--- src/rtl/panel_cfg_pkg.sv ---
// Shared types and constants for the panel overlay configuration path:
// the region descriptor, panel geometry and the controller state encoding.
package panel_cfg_pkg;

   localparam int REGION_COORD_W = 11;
   localparam int REGION_COLOR_W = 12;

   localparam logic [REGION_COORD_W-1:0] H_VISIBLE = 11'd800;
   localparam logic [REGION_COORD_W-1:0] V_VISIBLE = 11'd600;
   localparam logic [REGION_COORD_W-1:0] H_TOTAL   = 11'd1040;
   localparam logic [REGION_COORD_W-1:0] V_TOTAL   = 11'd666;

   // One overlay rectangle; bounds are inclusive, colour is {r[3:0], g[3:0], b[3:0]}.
   typedef struct packed {
      logic                      en;
      logic [REGION_COORD_W-1:0] x0;
      logic [REGION_COORD_W-1:0] x1;
      logic [REGION_COORD_W-1:0] y0;
      logic [REGION_COORD_W-1:0] y1;
      logic [REGION_COLOR_W-1:0] color;
   } region_t;

   typedef enum logic [0:0] {
      COLLECT = 1'b0,
      COMMIT  = 1'b1
   } state_t;

   // A descriptor is usable only if its bounds are ordered and lie inside the visible area.
   function automatic logic region_ok(input region_t r);
      return (r.x0 <= r.x1) && (r.y0 <= r.y1) &&
             (r.x1 < H_VISIBLE) && (r.y1 < V_VISIBLE);
   endfunction

endpackage

--- src/rtl/rr_arbiter2.sv ---
// Two-way round-robin arbiter. Ready is combinational from the enable and the
// last-served flag; a requester's ready only looks at the other side's valid,
// so it never depends on its own valid.
module rr_arbiter2 (
   input  logic clk,
   input  logic rst,
   input  logic en_i,
   input  logic a_valid_i,
   input  logic b_valid_i,
   output logic a_ready_o,
   output logic b_ready_o
);

   // 1 means B was served last, so A wins the next tie.
   logic last_b_q;

   assign a_ready_o = !rst && en_i && (!b_valid_i || last_b_q);
   assign b_ready_o = !rst && en_i && (!a_valid_i || !last_b_q);

   // Remember who completed the most recent transfer; idle cycles leave it alone.
   always_ff @(posedge clk) begin
      if (rst) begin
         last_b_q <= 1'b1;
      end else if (a_valid_i && a_ready_o) begin
         last_b_q <= 1'b0;
      end else if (b_valid_i && b_ready_o) begin
         last_b_q <= 1'b1;
      end else begin
         last_b_q <= last_b_q;
      end
   end

endmodule

--- src/rtl/panel_region_arbiter.sv ---
// Overlay table controller: arbitrates two descriptor sources into a staging
// table and copies staging into the live table, one entry per cycle, on each
// rising edge of vertical blanking so the pixel path never sees a torn update.
module panel_region_arbiter
   import panel_cfg_pkg::*;
#(
   parameter int N_REGIONS = 4,
   parameter int COORD_W   = REGION_COORD_W,
   parameter int COLOR_W   = REGION_COLOR_W
) (
   input  logic                         clk,
   input  logic                         rst,
   input  logic                         in_vblank,
   input  logic                         a_valid,
   output logic                         a_ready,
   input  logic [$clog2(N_REGIONS)-1:0] a_idx,
   input  logic                         a_en,
   input  logic [COORD_W-1:0]           a_x0,
   input  logic [COORD_W-1:0]           a_x1,
   input  logic [COORD_W-1:0]           a_y0,
   input  logic [COORD_W-1:0]           a_y1,
   input  logic [COLOR_W-1:0]           a_color,
   input  logic                         b_valid,
   output logic                         b_ready,
   input  logic [$clog2(N_REGIONS)-1:0] b_idx,
   input  logic                         b_en,
   input  logic [COORD_W-1:0]           b_x0,
   input  logic [COORD_W-1:0]           b_x1,
   input  logic [COORD_W-1:0]           b_y0,
   input  logic [COORD_W-1:0]           b_y1,
   input  logic [COLOR_W-1:0]           b_color,
   output region_t [N_REGIONS-1:0]      live_tbl,
   output logic                         commit_done,
   output logic                         busy,
   output logic                         err_invalid
);

   localparam int IDX_W = $clog2(N_REGIONS);

   state_t                  state_q;
   logic [IDX_W-1:0]        cnt_q;
   logic                    vb_q;
   logic                    dirty_q;
   logic                    commit_done_q;
   logic                    busy_q;
   logic                    err_q;
   region_t [N_REGIONS-1:0] stage_q;
   region_t [N_REGIONS-1:0] live_q;

   logic                    collect;
   logic                    acc_a;
   logic                    acc_b;
   logic                    accept;
   logic                    desc_ok;
   logic                    vb_rise;
   region_t                 desc_d;
   logic [IDX_W-1:0]        idx_d;

   assign collect = (state_q == COLLECT);

   rr_arbiter2 u_arb (
      .clk       (clk),
      .rst       (rst),
      .en_i      (collect),
      .a_valid_i (a_valid),
      .b_valid_i (b_valid),
      .a_ready_o (a_ready),
      .b_ready_o (b_ready)
   );

   assign acc_a   = a_valid && a_ready;
   assign acc_b   = b_valid && b_ready;
   assign accept  = acc_a || acc_b;
   assign vb_rise = in_vblank && !vb_q;
   assign desc_ok = region_ok(desc_d);

   // Steer the granted requester's descriptor onto the write path.
   always_comb begin
      desc_d = '0;
      idx_d  = '0;
      if (acc_a) begin
         desc_d = {a_en, a_x0, a_x1, a_y0, a_y1, a_color};
         idx_d  = a_idx;
      end else begin
         desc_d = {b_en, b_x0, b_x1, b_y0, b_y1, b_color};
         idx_d  = b_idx;
      end
   end

   // Controller FSM: collect and validate writes, then copy staging to live on a vblank rise.
   always_ff @(posedge clk) begin
      if (rst) begin
         state_q       <= COLLECT;
         cnt_q         <= '0;
         vb_q          <= 1'b0;
         dirty_q       <= 1'b0;
         commit_done_q <= 1'b0;
         busy_q        <= 1'b0;
         err_q         <= 1'b0;
         stage_q       <= '0;
         live_q        <= '0;
      end else begin
         vb_q          <= in_vblank;
         commit_done_q <= 1'b0;
         case (state_q)
            COLLECT: begin
               if (accept) begin
                  if (desc_ok) begin
                     stage_q[idx_d] <= desc_d;
                     dirty_q        <= 1'b1;
                  end else begin
                     err_q <= 1'b1;
                  end
               end
               // A write landing on the rise edge joins this commit.
               if (vb_rise && (dirty_q || (accept && desc_ok))) begin
                  state_q <= COMMIT;
                  cnt_q   <= '0;
                  busy_q  <= 1'b1;
               end
            end
            COMMIT: begin
               live_q[cnt_q] <= stage_q[cnt_q];
               if (cnt_q == IDX_W'(N_REGIONS - 1)) begin
                  cnt_q         <= '0;
                  dirty_q       <= 1'b0;
                  commit_done_q <= 1'b1;
                  busy_q        <= 1'b0;
                  state_q       <= COLLECT;
               end else begin
                  cnt_q <= cnt_q + 1'b1;
               end
            end
            default: begin
               state_q <= COLLECT;
               busy_q  <= 1'b0;
            end
         endcase
      end
   end

   assign live_tbl    = live_q;
   assign commit_done = commit_done_q;
   assign busy        = busy_q;
   assign err_invalid = err_q;

endmodule

--- config.mk ---
export PLATFORM = sky130hd
export DESIGN_NAME = panel_region_arbiter
export DESIGN_NICKNAME = d
export VERILOG_FILES = /design/src/rtl/panel_cfg_pkg.sv /design/src/rtl/rr_arbiter2.sv /design/src/rtl/panel_region_arbiter.sv
export SDC_FILE = /design/constraint.sdc
export NUM_CORES = 1
export LEC_CHECK = 0
export CELL_PAD_IN_SITES_DETAIL_PLACEMENT = 1
export CELL_PAD_IN_SITES_GLOBAL_PLACEMENT = 1
export CORE_ASPECT_RATIO = 1.2
export CORE_MARGIN = 2
export CORE_UTILIZATION = 24
export DETAILED_ROUTE_END_ITERATION = 10
export GPL_TIMING_DRIVEN = 0
export PLACE_DENSITY_LB_ADDON = 0.1
export SKIP_CTS_REPAIR_TIMING = 1
export SLEW_MARGIN = 30
export SYNTH_ARGS = -nofsm -noshare
export SYNTH_HDL_FRONTEND = slang
export SYNTH_SLANG_ARGS = --single-unit
--- constraint.sdc ---
create_clock -name clk -period 6.7 [get_ports clk]
set_clock_uncertainty 0.2 [all_clocks]
set_input_delay 1.005 -clock clk [delete_from_list [all_inputs] [get_ports clk]]
set_output_delay 1.005 -clock clk [all_outputs]
set_load 0.005 [all_outputs]
==> results.py, run 1 <==
metrics = {
    "status": {
        "status": "finished clean",
    },
    "logic_synthesis": {
        "netlist_area_um2": 19000,
        "synth_top_family_by_area": "multiplexers",
        "synth_xor_area_share_pct": 0.0923,
        "synth_compound_area_share_pct": 9.78,
        "synthCells": 2034,
        "synthFlopType": "dfxtp_1",
        "synth.largest_area_cell": "dfxtp_1",
        "yosys_register_bits": 465,
        "synth.net_count": 2180,
        "async_flop_share_pct": 0,
        "synth_edf_count": 0,
        "ys_warn_count": 0,
        "muxShareOfSynthArea_pct": 18.5,
        "synthAdderAreaFrac_pct": 1.62,
        "postSynthAreaPerCell_um2": 9.33,
        "synthDistinctLibCells": 51,
        "synth-simple-area-share_pct": 16.7,
        "synth_seq_area_share_pct": 49.0,
        "synth_top_cell_area_share_pct": 49.0,
        "synth_area_leaders": "dfxtp_1, mux2i_1, nand2_1",
    },
    "timing": {
        "rsz0062_at_grt": "false",
        "drv_slew": 0,
        "setup_viol": 0,
        "fin_crit_sh_pct": 94.2,
        "worstMarginPinSlew_ns": 1.06,
        "relSlewSlack_pct": 28.6,
        "fin_crit_ns": 6.31,
        "fmaxAchievable_ghz": 0.158,
        "setup_ws_ns": 0.385,
        "hold_viol": 0,
    },
    "layout": {
        "nets": 2589,
        "final_area_um2": 25600,
        "fillers": 8865,
        "regArea_um2": 9310,
        "multiInputGateArea_um2": 8880,
        "syn_to_final_growth_pct": 34.8,
        "drive_above_1_share_pct": 8.35,
    },
    "floorplan": {
        "die_h_um": 312,
        "fp.dieW_um": 261,
        "io_pins": 356,
        "initial_utilization_pct": 24.3,
        "rows": 112,
        "core_area_um2": 78100,
        "die_area_um2": 81400,
    },
    "place": {
        "gp_congestion": 0.821,
        "hpwl_mm": 61.5,
        "dpl_cell_area_um2": 23800,
        "portBuffers": 354,
        "post-place-ws_ns": -0.975,
    },
    "clock_tree": {
        "clkLatencyLatePin_ns": 0.60,
        "cts_buffer_depth": 3,
        "numCtsBuffers": 53,
        "cts_tree": "yes",
        "cts_root_buf": "clkbuf_16",
        "cts.sinks": 465,
        "path_clk_slew_ns": 0.06,
        "h-tree-depth": 2,
    },
    "power_and_ir_drop": {
        "power.density_nw_per_um2": 243,
        "p_sw_mw": 1.57,
        "p_seq_share_pct": 44.7,
        "swShare_pct": 25.2,
        "ir_worst_vdd_mv": 0.172,
        "pwr-share-comb_pct": 8.1,
        "p_leak_nw": 8.71,
        "power.internal_mw": 4.66,
        "power_frac_clock_pct": 47.2,
        "p_total_mw": 6.22,
    },
    "worst_setup_path": {
        "cp-start-kind": "primary input",
        "worst_setup_path_end_kind": "flip-flop",
        "critical_path_class": "primary input to flip-flop",
        "crit_fanout": 11,
        "critPathRequiredTime_ns": 6.96,
        "critical_path_arrival_ns": 6.57,
    },
    "drt": {
        "route.detailed.drc": 0,
        "viasPerCell": 4.58,
        "wirelength_mm": 81.4,
        "wl_per_cell_um": 23.2,
        "vias": 16088,
        "drtIter0Drc": 820,
        "first_pass_iters": 4,
        "ant_nets": 0,
    },
    "job": {
        "maxCapViolCount": 0,
    },
    "hold_path": {
        "hold_path_class": "flip-flop to flip-flop",
    },
    "grt": {
        "grt_pass1_vias": 17160,
        "grt_antenna_before_repair": 5,
        "grt_pass1_wl_mm": 118,
        "grt.overflow.total": 0,
        "grt_max_degree": 14,
        "track_usage_pct": 19.8,
    },
}
==> logic make-up after synthesis <==
group	count (synthesis)
DFF	465
adders and majority gates	25
muxes	280
xor gates and xnor gates	2
and+or+nand+nor	802
buffers and inverters	174
AOI/OAI and AO/OA	286
==> sequential cells by signal, indices dropped and copies added (netlist names) <==
register	cells
u_arb.last_b_q	1
state_q	1
cnt_q	2
commit_done	1
dirty_q	1
live_tbl	228
err_invalid	1
vb_q	1
busy	1
stage_q	228
==> worst max-delay path: stages <==
cell and delay [ns]:
clkdlybuf4s50_1 0.62, nand2b_1 0.27, nand2_1 0.31, clkbuf_1 0.36, buf_2 0.44, buf_2 0.45, nand2_1 0.10, nand2_1 0.24
inv_1 0.09, ha_1 0.31, nand4_1 0.12, or3_1 0.39, o31ai_1 0.36, a41oi_4 0.15, a2111oi_4 0.56, buf_6 0.26
buf_6 0.22, mux2i_1 0.22, nor2_1 0.05
==> final timing paths <==
check                  from            end  slack [ns]  cells past startpoint
max reg2reg  u_arb.last_b_q   stage_q[196]        1.06                     18
min           live_tbl[117]  live_tbl[117]        0.25                      2
max                 b_valid   stage_q[196]        0.39                     19
min reg2reg   live_tbl[117]  live_tbl[117]        0.25                      2
==> per-stage QoR <==
stage               hold WS (ns)  utilization [%]  setup TNS, ns  std cells
CTS                        0.255             32.8         -40.08       3506
detailed placement         0.246             30.5        -192.29       3414
finish                     0.251             32.8              0       3510
floorplan                  0.244                -              0       2034
global route               0.271             32.8              0       3506
global placement           0.244             30.5        -160.10       3414
==> cell usage in the layout, fill, tap and decap left out, types with 8 or more instances in the layout <==
| cell | n |
|---|---|
| nand2_1 | 520 |
| dfxtp_1 | 465 |
| clkdlybuf4s50_1 | 354 |
| nor2_1 | 230 |
| mux2i_1 | 222 |
| a21oi_1 | 183 |
| clkbuf_1 | 84 |
| mux4_2 | 57 |
| a22o_1 | 57 |
| clkbuf_16 | 55 |
| inv_1 | 25 |
| ha_1 | 23 |
| clkbuf_2 | 19 |
| buf_1 | 19 |
| buf_6 | 16 |
| clkbuf_8 | 14 |
| clkinv_2 | 14 |
| nor3b_1 | 10 |
| nand2b_1 | 9 |
| buf_4 | 8 |
==> per-layer routing <==
metal	wire length (um)	up-vias	global-route usage (%)	share of wire, %
li1	-	7700	-	-
met1	36300	7930	25.6	45
met2	38800	353	33.4	48
met5	51	-	0	0.063
met3	3950	97	3.62	4.8
met4	2280	8	5.94	2.8
==> Yosys cell counts, types with 3 or more instances <==
master,number
nor2_1,230
a31oi_1,7
mux4_2,57
nand4_1,4
nand2b_1,9
and2_1,3
nand2_1,520
nand3b_1,3
clkbuf_1,97
dfxtp_1,465
inv_1,25
a2111oi_4,4
buf_1,25
a211o_1,4
ha_1,23
or4_1,3
nor3_1,5
nor3b_1,10
a21oi_1,184
o21ai_0,7
a21o_1,3
mux2i_1,222
buf_2,3
a211oi_1,4
buf_6,16
nor2b_1,6
a22o_1,57
buf_4,8
==> area by class of cell <==
type | instances | area share, %
antenna | 4 | 0.0391
buffer | 149 | 2.91
clock buffer | 74 | 6.20
clock inverter | 18 | 0.572
inverter | 25 | 0.367
multi-input combinational | 1395 | 34.7
sequential | 465 | 36.4
tap | 1026 | 5.02
timing repair buffer | 354 | 13.8
==> power groups by stage <==
stage | clock [mW] | combinational, mW | sequential (mW)
floorplan | 0 | 0.252 | 2.84
global placement | 0 | 0.502 | 2.84
detailed placement | 0 | 0.510 | 2.84
CTS | 3.03 | 0.512 | 2.78
global route | 3.14 | 0.547 | 2.78
finish | 2.94 | 0.502 | 2.78
Note: power is estimated with default switching activity, not from simulation.
==> run 2, diff against run 1 <==
--- a/config.mk
+++ b/config.mk
@@ -5,14 +5,11 @@
 export SDC_FILE = /design/constraint.sdc
 export NUM_CORES = 1
 export LEC_CHECK = 0
-export CELL_PAD_IN_SITES_DETAIL_PLACEMENT = 1
-export CELL_PAD_IN_SITES_GLOBAL_PLACEMENT = 1
 export CORE_ASPECT_RATIO = 1.2
 export CORE_MARGIN = 2
 export CORE_UTILIZATION = 24
 export DETAILED_ROUTE_END_ITERATION = 10
 export GPL_TIMING_DRIVEN = 0
-export PLACE_DENSITY_LB_ADDON = 0.1
 export SKIP_CTS_REPAIR_TIMING = 1
 export SLEW_MARGIN = 30
 export SYNTH_ARGS = -nofsm -noshare
==> results.py, run 2 (synthesis gave the netlist of run 1 again) <==
metrics = {
    "drt": {
        "met3_length_mm": 5.83,
        "wirelength_mm": 76.1,
        "vias": 16224,
        "first_pass_iters": 5,
        "dr_wl_met2_mm": 33.9,
        "topRoutingLayerUsed": "met5",
        "wl_per_cell_um": 21.7,
        "route.detailed.drc": 0,
        "wl_met1_mm": 33.5,
        "viasPerCell": 4.62,
        "drtIter0Drc": 1159,
        "ant_nets": 0,
    },
    "clock_tree": {
        "cts.sinks": 465,
        "h-tree-depth": 2,
        "cts_tree": "yes",
        "numCtsBuffers": 50,
        "cts_buffer_depth": 3,
        "cts_root_buf": "clkbuf_16",
        "path_clk_slew_ns": 0.06,
        "clkLatencyLatePin_ns": 0.62,
    },
    "grt": {
        "track_usage_pct": 18.0,
        "grt.overflow.total": 0,
        "grt_pass1_vias": 15341,
        "grt_max_degree": 15,
        "grt_pass1_wl_mm": 107,
        "grt_antenna_before_repair": 18,
    },
    "layout": {
        "finish.utilization_pct": 32.7,
        "drive_above_1_share_pct": 8.19,
        "final_area_um2": 25500,
        "syn_to_final_growth_pct": 34.3,
        "fillers": 8122,
        "final_common_cell": "nand2_1",
        "nets": 2586,
        "layout_common_cells": "nand2_1, dfxtp_1, clkdlybuf4s50_1",
    },
    "worst_setup_path": {
        "crit_fanout": 10,
        "r2r-end": "stage_q[130]",
        "cp_num_buf_inv": 7,
        "critical_path_arrival_ns": 6.56,
        "reg2reg_from": "u_arb.last_b_q",
        "critical_path.top_delay_family": "buffers and inverters",
        "critPathRequiredTime_ns": 6.96,
        "max_stage_delay_ns": 0.57,
        "slowest_stage": "a2111oi_4",
        "cp_cell_sequence": "clkdlybuf4s50_1 > nand2b_1 > nand2_1 > clkbuf_2 > clkbuf_2 > clkbuf_2 > nand2_1 > nand2_1 > inv_1 > ha_1 > nand4_1 > or3_1 > o31ai_1 > a41oi_4 > a2111oi_4 > buf_6 > buf_6 > mux2i_1 > nor2_1",
        "worst_setup_path_end_kind": "flip-flop",
        "critical_path_class": "primary input to flip-flop",
        "r2r_slack_ns": 0.88,
        "ff2ff_path_depth": 18,
        "cp-start-kind": "primary input",
    },
    "timing": {
        "drv_slew": 0,
        "rsz0062_at_grt": "false",
        "fin_crit_ns": 6.30,
        "setup_ws_ns": 0.397,
        "fin_crit_sh_pct": 94.1,
        "timing.setup.tns_ns": 0,
        "setup_viol": 0,
        "hold_viol": 0,
        "worstMarginPinSlew_ns": 1.02,
        "relSlewSlack_pct": 31.1,
        "fmaxAchievable_ghz": 0.159,
    },
    "floorplan": {
        "die_h_um": 312,
        "fp.dieW_um": 261,
        "die_area_um2": 81400,
        "io_pins": 356,
        "core_area_um2": 78100,
        "initial_utilization_pct": 24.3,
        "rows": 112,
    },
    "hold_path": {
        "hold_path_class": "flip-flop to flip-flop",
        "holdCritStartpoint": "live_tbl[132]",
        "min_to": "live_tbl[132]",
        "whs_path_depth": 2,
    },
    "power_and_ir_drop": {
        "power.density_nw_per_um2": 238,
        "ir_worst_vdd_mv": 0.164,
        "p_leak_nw": 8.64,
    },
    "job": {
        "maxCapViolCount": 0,
    },
    "place": {
        "hpwl_mm": 56.9,
        "dpl_cell_area_um2": 23800,
        "portBuffers": 354,
        "post-place-ws_ns": -0.795,
        "gp_congestion": 0.814,
    },
    "status": {
        "status": "finished clean",
    },
}
[run 2: cell count changes in the layout (fill, tap and decap cells not counted), moves of 3 or more]
cell       previous run  this run
clkinv_2             14         9
buf_2                 7         4
inv_6                 1         4
clkbuf_16            55        51
clkbuf_1             84        87
[run 2: layer usage]
layer / global-route usage, % / up-vias
li1: - / 7704
met1: 24.0 / 7783
met2: 28.0 / 577
met3: 4.73 / 132
met4: 6.53 / 28
met5: 0 / -
[run 2: final cells by class]
type                       instances  area [um2]  area share [%]
buffer                           149         741            2.91
timing repair buffer             354        3540            13.9
multi-input combinational       1395        8880            34.8
tap                             1026        1280            5.04
inverter                          25        93.8           0.368
clock buffer                      71        1470            5.77
clock inverter                    20         156           0.614
sequential                       465        9310            36.5
antenna                            3        7.51          0.0295
[run 2: power breakdown]
group	switching [mW]	internal, mW
sequential	0.00581	2.77
clock	1.25	1.54
combinational	0.330	0.169
total	1.58	4.49
[run 2: through the flow]
step	hold WS [ns]	cells	total power [mW]
4_1_cts	0.255	3505	6.13
5_1_grt	0.270	3507	6.27
3_3_place_gp	0.241	3414	3.34
3_5_place_dp	0.246	3414	3.34
6_report	0.251	3508	6.07
2_1_floorplan	0.244	2034	3.09
[run 2: how the worst max path moves through the flow]
stage | from | endpoint | depth (start not counted)
6_report | b_valid | stage_q[130] | 19
5_1_grt | b_valid | stage_q[137] | 19
4_1_cts | b_valid | stage_q[130] | 19
3_5_place_dp | b_valid | stage_q[133] | 19
3_3_place_gp | b_valid | stage_q[138] | 19
2_1_floorplan | rst | stage_q[141] | 19
[run 2: worst register-to-register path, cell delays in order (launching register included)]
cell	delay [ns]
dfxtp_1	0.34
nand2b_1	0.38
nand2_1	0.40
clkbuf_2	0.30
clkbuf_2	0.41
clkbuf_2	0.44
nand2_1	0.10
nand2_1	0.28
inv_1	0.11
ha_1	0.31
nand4_1	0.13
or3_1	0.38
o31ai_1	0.37
a41oi_4	0.16
a2111oi_4	0.58
buf_6	0.27
buf_6	0.23
mux2i_1	0.22
nor2_1	0.06
==> run 3, diff against run 2 <==
--- a/config.mk
+++ b/config.mk
@@ -9,7 +9,7 @@
 export CORE_MARGIN = 2
 export CORE_UTILIZATION = 24
 export DETAILED_ROUTE_END_ITERATION = 10
-export GPL_TIMING_DRIVEN = 0
+export GPL_TIMING_DRIVEN = 1
 export SKIP_CTS_REPAIR_TIMING = 1
 export SLEW_MARGIN = 30
 export SYNTH_ARGS = -nofsm -noshare
==> results.py, run 3 (synthesis gave the netlist of run 1 again) <==
metrics = {
    "place": {
        "gp_congestion": 0.776,
        "portBuffers": 355,
        "dpl_cell_area_um2": 23400,
        "post-place-ws_ns": 0.606,
        "hpwl_mm": 42.8,
    },
    "timing": {
        "drv_slew": 0,
        "worstMarginPinSlew_ns": 0.997,
        "relSlewSlack_pct": 33.5,
        "hold_viol": 0,
        "fin_crit_sh_pct": 81.2,
        "fmaxAchievable_ghz": 0.184,
        "timing.setup.tns_ns": 0,
        "rsz0062_at_grt": "false",
        "fin_crit_ns": 5.44,
        "setup_ws_ns": 1.26,
        "setup_viol": 0,
    },
    "layout": {
        "finish.utilization_pct": 32.5,
        "layout_common_cells": "nand2_1, dfxtp_1, clkdlybuf4s50_1",
        "syn_to_final_growth_pct": 33.5,
        "drive_above_1_share_pct": 8.26,
        "nets": 2464,
        "final_common_cell": "nand2_1",
        "final_area_um2": 25300,
    },
    "drt": {
        "first_pass_iters": 5,
        "topRoutingLayerUsed": "met5",
        "drtIter0Drc": 1006,
        "wirelength_mm": 65.7,
        "dr_wl_met2_mm": 30.1,
        "route.detailed.drc": 0,
        "wl_per_cell_um": 19.4,
        "met3_length_mm": 5.47,
        "ant_nets": 0,
        "vias": 15318,
        "viasPerCell": 4.52,
        "wl_met1_mm": 28.5,
    },
    "clock_tree": {
        "numCtsBuffers": 50,
        "cts_buffer_depth": 3,
        "clkLatencyLatePin_ns": 0.62,
        "path_clk_slew_ns": 0.06,
        "h-tree-depth": 2,
        "cts.sinks": 465,
        "cts_tree": "yes",
        "cts_root_buf": "clkbuf_16",
    },
    "hold_path": {
        "hold_path_class": "flip-flop to flip-flop",
        "whs_path_depth": 2,
        "holdCritStartpoint": "live_tbl[53]",
    },
    "power_and_ir_drop": {
        "power.density_nw_per_um2": 253,
        "p_total_mw": 6.42,
        "p_leak_nw": 8.57,
        "ir_worst_vdd_mv": 0.197,
    },
    "worst_setup_path": {
        "crit_fanout": 24,
        "reg2reg_from": "state_q",
        "cp_num_buf_inv": 3,
        "cp_cell_sequence": "clkdlybuf4s50_1 > or3b_1 > nor2_4 > buf_4 > nand2_1 > nand2_1 > ha_1 > a21oi_1 > o21ai_0 > or2_2 > a311o_1 > a2111oi_4 > buf_4 > mux2i_1 > nor2_1",
        "r2r_slack_ns": 1.78,
        "critical_path.top_delay_family": "simple AND/OR/NAND/NOR gates",
        "path_depth": 15,
        "critical_path_class": "primary input to flip-flop",
        "critPathRequiredTime_ns": 6.95,
        "ff2ff_path_depth": 14,
        "slowest_stage": "clkdlybuf4s50_1",
        "startpoint": "a_valid",
        "cp-start-kind": "primary input",
        "worst_setup_path_end_kind": "flip-flop",
        "critical_path_arrival_ns": 5.69,
        "max_stage_delay_ns": 0.55,
    },
    "floorplan": {
        "rows": 112,
        "io_pins": 356,
        "fp.dieW_um": 261,
        "die_h_um": 312,
        "core_area_um2": 78100,
        "initial_utilization_pct": 24.3,
        "die_area_um2": 81400,
    },
    "grt": {
        "grt.overflow.total": 0,
        "track_usage_pct": 15.7,
        "grt_max_degree": 96,
        "grt_antenna_before_repair": 23,
        "grt_pass1_wl_mm": 96.5,
        "grt_pass1_vias": 14740,
    },
    "status": {
        "status": "finished clean",
    },
    "job": {
        "maxCapViolCount": 0,
    },
}
==> run 3: changes by cell type in the layout (fill, tap and decap cells not counted), sizes merged <==
cell and delta:
buf -22, clkinvlp +2, bufinv +12, inv +2, clkbuf -110, diode -2, clkinv -3
==> run 3: report_power, final <==
group	internal (mW)	leakage (nW)	switching (mW)
clock network	1.93	0.920	1.27
logic	0.163	3.91	0.277
registers	2.77	3.75	0.0116
total	4.86	8.57	1.56
==> run 3: area by class of cell <==
| cell class | count | area [um2] |
|---|---|---|
| Timing Repair Buffer | 381 | 3820 |
| Antenna cell | 1 | 2.50 |
| Clock buffer | 61 | 1350 |
| Inverter | 25 | 93.8 |
| Fill cell | 8056 | 52700 |
| Multi-Input combinational cell | 1395 | 8940 |
| Sequential cell | 465 | 9320 |
| Clock inverter | 33 | 541 |
| Tap cell | 1026 | 1280 |
==> run 3: worst min-delay path, cell delays in order (launching register included) <==
cell	delay [ns]
dfxtp_1	0.31
nand2_1	0.05
a21oi_1	0.05
==> run 3: final timing paths <==
path,endpoint
hold reg to reg,live_tbl[53]
setup / recovery,stage_q[116]
setup reg to reg,stage_q[116]
hold / removal,live_tbl[53]
==> run 3: metrics by stage <==
step | hold WS [ns] | instances
2_1_floorplan | 0.244 | 2034
3_3_place_gp | 0.241 | 3291
3_5_place_dp | 0.246 | 3291
4_1_cts | 0.254 | 3385
5_1_grt | 0.268 | 3387
6_report | 0.252 | 3387
==> run 3: metal layers <==
metal,track usage (%),vias to the layer above
met4,3.92,42
met5,0,-
met2,25.3,432
met1,20.1,7281
met3,5.18,113
li1,-,7450
